**src/rtl/edge_irq_controller.sv**
```systemverilog
// edge_irq_controller
//   Per-channel edge/level interrupt detection with pending latches, a fixed
//   priority arbiter (channel 0 highest) and a three-state request/service FSM
//   (IDLE -> REQ -> ACTIVE -> IDLE) towards a single CPU.
//
// Build option:
//   IRQ_SYNC_EN  defined   : each irqIn bit passes a 2-flop synchronizer before
//                            detection (irqReq four edges after the sampling edge).
//                undefined : irqIn feeds detection directly (synchronous sources
//                            only, irqReq two edges after the sampling edge).
//
// Ports:
//   clk        sole clock, rising edge
//   rst        synchronous active-high reset
//   irqIn      raw interrupt sources
//   cfgWe      one-cycle config write strobe
//   cfgAddr    0=enable, 1=mode (1=level), 2=polarity (1=falling/low), 3=pending W1C
//   cfgData    config write data
//   irqAck     CPU accepts the presented request
//   irqDone    CPU end of service
//   irqReq     request to CPU (REQ state)
//   irqId      channel requested or in service
//   irqActive  service in progress (ACTIVE state)
//   pending    raw pending bits
module edge_irq_controller #(
    parameter int NUM_IRQ = 8,
    parameter int ID_W    = 3
) (
    input  logic               clk,
    input  logic               rst,
    input  logic [NUM_IRQ-1:0] irqIn,
    input  logic               cfgWe,
    input  logic [1:0]         cfgAddr,
    input  logic [NUM_IRQ-1:0] cfgData,
    input  logic               irqAck,
    input  logic               irqDone,
    output logic               irqReq,
    output logic [ID_W-1:0]    irqId,
    output logic               irqActive,
    output logic [NUM_IRQ-1:0] pending
);

    typedef enum logic [1:0] {
        S_IDLE   = 2'd0,
        S_REQ    = 2'd1,
        S_ACTIVE = 2'd2
    } state_t;

    state_t             state;
    logic [NUM_IRQ-1:0] enable;
    logic [NUM_IRQ-1:0] mode;
    logic [NUM_IRQ-1:0] polarity;
    logic [NUM_IRQ-1:0] cond;
    logic [NUM_IRQ-1:0] hist;

    logic [NUM_IRQ-1:0] act_now;
    logic [NUM_IRQ-1:0] act_old;
    logic [NUM_IRQ-1:0] edge_evt;
    logic [NUM_IRQ-1:0] id_mask;
    logic [NUM_IRQ-1:0] w1c;
    logic [NUM_IRQ-1:0] ack_clr;
    logic [NUM_IRQ-1:0] req_vec;
    logic [NUM_IRQ-1:0] pending_next;
    logic               cur_live;
    logic               accept;

    function automatic logic [ID_W-1:0] lowest_index(input logic [NUM_IRQ-1:0] vec);
        logic [ID_W-1:0] idx;
        idx = '0;
        // Scan downwards so the lowest set index is the last one written.
        for (int i = NUM_IRQ - 1; i >= 0; i--) begin
            if (vec[i]) idx = ID_W'(i);
        end
        return idx;
    endfunction

`ifdef IRQ_SYNC_EN
    logic [NUM_IRQ-1:0] sync1;
    logic [NUM_IRQ-1:0] sync2;

    always_ff @(posedge clk) begin
        if (rst) begin
            sync1 <= '0;
            sync2 <= '0;
        end else begin
            sync1 <= irqIn;
            sync2 <= sync1;
        end
    end

    assign cond = sync2;
`else
    assign cond = irqIn;
`endif

    // Detection works on "active" values (polarity folded in), so an edge is
    // simply inactive-last-cycle followed by active-this-cycle.
    assign act_now  = cond ^ polarity;
    assign act_old  = hist ^ polarity;
    assign edge_evt = act_now & ~act_old & ~mode;

    // One-hot of the current channel; avoids indexing past NUM_IRQ when
    // 2^ID_W > NUM_IRQ.
    assign id_mask  = NUM_IRQ'(1) << irqId;
    assign cur_live = |(pending & enable & id_mask);
    assign accept   = (state == S_REQ) && irqAck && cur_live;
    assign w1c      = (cfgWe && cfgAddr == 2'd3) ? cfgData : '0;
    assign ack_clr  = accept ? id_mask : '0;
    assign req_vec  = pending & enable;

    // Level channels track the active level; edge channels latch, with a new
    // edge overriding any clear in the same cycle.
    assign pending_next = (mode & act_now)
                        | (~mode & (edge_evt | (pending & ~(w1c | ack_clr))));

    always_ff @(posedge clk) begin
        if (rst) begin
            hist     <= '0;
            pending  <= '0;
            enable   <= '0;
            mode     <= '0;
            polarity <= '0;
        end else begin
            hist    <= cond;
            pending <= pending_next;
            if (cfgWe) begin
                case (cfgAddr)
                    2'd0:    enable   <= cfgData;
                    2'd1:    mode     <= cfgData;
                    2'd2:    polarity <= cfgData;
                    default: ;
                endcase
            end
        end
    end

    always_ff @(posedge clk) begin
        if (rst) begin
            state     <= S_IDLE;
            irqReq    <= 1'b0;
            irqActive <= 1'b0;
            irqId     <= '0;
        end else begin
            case (state)
                S_IDLE: begin
                    if (|req_vec) begin
                        state  <= S_REQ;
                        irqReq <= 1'b1;
                        irqId  <= lowest_index(req_vec);
                    end
                end
                S_REQ: begin
                    // Withdrawal takes precedence: an ack for a request that
                    // has just vanished is not honoured.
                    if (!cur_live) begin
                        state  <= S_IDLE;
                        irqReq <= 1'b0;
                    end else if (irqAck) begin
                        state     <= S_ACTIVE;
                        irqReq    <= 1'b0;
                        irqActive <= 1'b1;
                    end
                end
                S_ACTIVE: begin
                    if (irqDone) begin
                        state     <= S_IDLE;
                        irqActive <= 1'b0;
                    end
                end
                default: begin
                    state     <= S_IDLE;
                    irqReq    <= 1'b0;
                    irqActive <= 1'b0;
                end
            endcase
        end
    end

endmodule

```
**config.mk**
```make
export PLATFORM = sky130hd
export DESIGN_NAME = edge_irq_controller
export DESIGN_NICKNAME = d
export VERILOG_FILES = /design/src/rtl/edge_irq_controller.sv
export SDC_FILE = /design/constraint.sdc
export NUM_CORES = 1
export LEC_CHECK = 0
export ABC_AREA = 1
export ABC_CLOCK_PERIOD_IN_PS = 1600
export CAP_MARGIN = 20
export CORE_UTILIZATION = 50
export DETAILED_ROUTE_END_ITERATION = 6
export PLACE_DENSITY = 0.86
export SLEW_MARGIN = 0
export SYNTH_ARGS = -nofsm -noshare
export SYNTH_HDL_FRONTEND = slang
export SYNTH_SLANG_ARGS = --single-unit
```
**constraint.sdc**
```tcl
create_clock -name clk -period 1.6 [get_ports clk]
set_clock_uncertainty 0.1 [all_clocks]
set_input_delay 0.32 -clock clk [delete_from_list [all_inputs] [get_ports clk]]
set_output_delay 0.32 -clock clk [all_outputs]
set_load 0.01 [all_outputs]
```
==> metrics.cfg <==
[run_status]
outcome=complete, no violations

[critical_path]
cp_max_fo=5
cp-startpoint=pending[4]$_SDFF_PP0_
regToRegEndpoint=pending[0]$_SDFF_PP0_
critPathMaxStageDelay_ns=0.33
cp_common_cell=nand2_1
r2r-start=pending[4]$_SDFF_PP0_
slowest_stage=dfxtp_1
cp-end-kind=flip-flop
crit_arrival_ns=1.66
reg2reg_depth=9
critPathRequiredTime_ns=1.74
rrSetupSlack_ns=0.08
cp-endpoint=pending[0]$_SDFF_PP0_
critPathKind=reg2reg
worstSetupStartpointType=flip-flop
critical_path.cell_chain=nand2_1, inv_1, nand3_1, nand2_1, nor2_2, nand2_1, nand3_1, nand2_1, a21oi_2

[timing]
setup_violations=0
worst_slack_ns=0.0823
period_minus_slack_ns=1.52
tns_ns=0
worst_pin_slew_ns=0.313
hold_viol=0
slew_headroom_pct=79.1
timing.final.max_slew_violations=0
fin_crit_sh_pct=94.9
holdWs_ns=0.361
fmax_ghz=0.659

[yosys]
ys_ff_latch=47
syn_area_per_cell_um2=7.32
synth_cell_types=25
synth_sequential_area_ratio_pct=41.5
synth_nets=333
synthesis.area_mm2=0.00227
synth_top_area_share_pct=41.5
synth_cells=310
synth_area_leader_cell=dfxtp_1
synth.area.top_cells=dfxtp_1, o21ai_0, nor2_1
yosys_warnings=0

[floorplan]
initial_utilization_pct=52.1
die_area_mm2=0.00481
io-pin-count=36
fp.dieH_um=69.4
num_rows=24
coreArea_mm2=0.00435
die_x_um=69.4

[job]
drv_cap=0

[clocking]
postCtsSetupRepairBufs=0
cts_hold_buf=0
cts_max_level=2
path_clk_slew_ns=0.08
cts_buffers=5
insertion_delay_ns=0.30
clockBufferDepth=2
clock_sinks=47
root_buffer=clkbuf_8
tritoncts=done

[cells_and_area]
nets=381
drive_gt1_share_pct=12.6
final_common_cell=nor2_1
fin_util_pct=64.8
mostFrequentLayoutCells=nor2_1, dfxtp_1, o21ai_0
final_area_mm2=0.00282
area_growth_pct=24.4
fin_cells=409
antenna_cells=0

[global_routing]
overflow=0
gr-usage-all-layers_pct=22.8
grt_pass1_wl_mm=8.78
antenna_found_initial=0
grt_pass1_vias=2024
grt_max_degree=37

[power]
power_density_mw_per_mm2=885
leakagePower_nw=1.36
total_power_mw=2.50
vdd_drop_max_mv=0.602

[detailed_routing]
wl_mm=5.24
drc=0
dr.pass1.iters=4
vias=2151
via_per_inst=5.26
ant_nets=0
first_iter_violations=117
wl_per_cell_um=12.8

[placement]
dp_hpwl_mm=3.72
dp.cells=402
port_buffers=35
post-place-ws_ns=-0.196
gp_congestion=0.955
place_area_mm2=0.00274

[min_path]
hp-class=reg2reg

## layer usage
| metal | vias to the layer above | wire length (µm) | global-route usage (%) | share of wire (%) |
|---|---|---|---|---|
| met3 | 11 | 272 | 4.36 | 5.2 |
| met4 | 0 | 92 | 8.16 | 1.8 |
| li1 | 1092 | - | - | - |
| met2 | 61 | 2550 | 39.1 | 49 |
| met5 | - | 0 | 0 | 0 |
| met1 | 987 | 2320 | 28.4 | 44 |
## registers in the layout, indices dropped and copies added, names as in the netlist
signal / cells
irqReq: 1
enable: 8
hist: 8
irqId: 3
state: 2
polarity: 8
irqActive: 1
pending: 8
mode: 8
## cells in the mapped netlist
master and count:
a31oi_1 1, nor3_1 7, xor2_1 8, nand2_4 1, inv_2 2, nor2_2 2, nor2_1 52, nor2_4 2
nor3_2 1, a21boi_0 8, clkbuf_1 4, inv_6 1, dfxtp_1 47, o211a_1 1, inv_1 36, xnor2_1 8
buf_1 1, a21oi_2 9, or2_2 1, buf_6 4, nand3_1 14, o21ai_0 40, nand2_2 1, nand2_1 37
a21oi_1 22
## critical path: cells and delay by family, from the launching register on
kind	cells	cell delay [ns]
flops	1	0.33
compound gates	1	0.10
simple gates	7	0.85
buf+inv	1	0.06
## worst min path at each step
stage | depth (start not counted) | from | endpoint
finish | 2 | irqReq$_SDFFE_PP0P_ | irqReq$_SDFFE_PP0P_
detailed placement | 2 | irqReq$_SDFFE_PP0P_ | irqReq$_SDFFE_PP0P_
CTS | 2 | mode[6]$_SDFFE_PP0P_ | mode[6]$_SDFFE_PP0P_
global placement | 2 | mode[1]$_SDFFE_PP0P_ | mode[1]$_SDFFE_PP0P_
floorplan | 1 | rst | state[0]$_SDFFE_PP0P_
global route | 2 | irqActive$_SDFFE_PP0P_ | irqActive$_SDFFE_PP0P_
## timing repair
action / CTS / global route
resized for setup: 17 / 5
gates cloned: 0 / 1
pin swaps: 0 / 1
setup endpoints to repair: 15 / 6
## kinds of logic (layout without fill, tap and decap cells)
logic type,after synthesis,after routing,share of synthesized area [%]
AND/OR/NAND/NOR,118,119,22.4
buffers and inverters,48,94,9.48
AO/OA/AOI/OAI,81,81,20.5
XOR/XNOR,16,16,6.17
flip-flops,47,47,41.5
## cell type report
class | instances | area, µm²
Timing Repair Buffer | 49 | 459
Inverter | 39 | 151
Multi-Input combinational cell | 216 | 1120
Sequential cell | 47 | 952
Fill cell | 386 | 1530
Clock buffer | 6 | 72.6
Tap cell | 52 | 65.1
## where the power goes
part	internal [mW]	switching, mW	leakage [nW]
sequential	1.26	0.0772	0.389
clock	0.291	0.359	0.0371
combinational	0.245	0.268	0.931
Power figures use the tool's default switching activity.
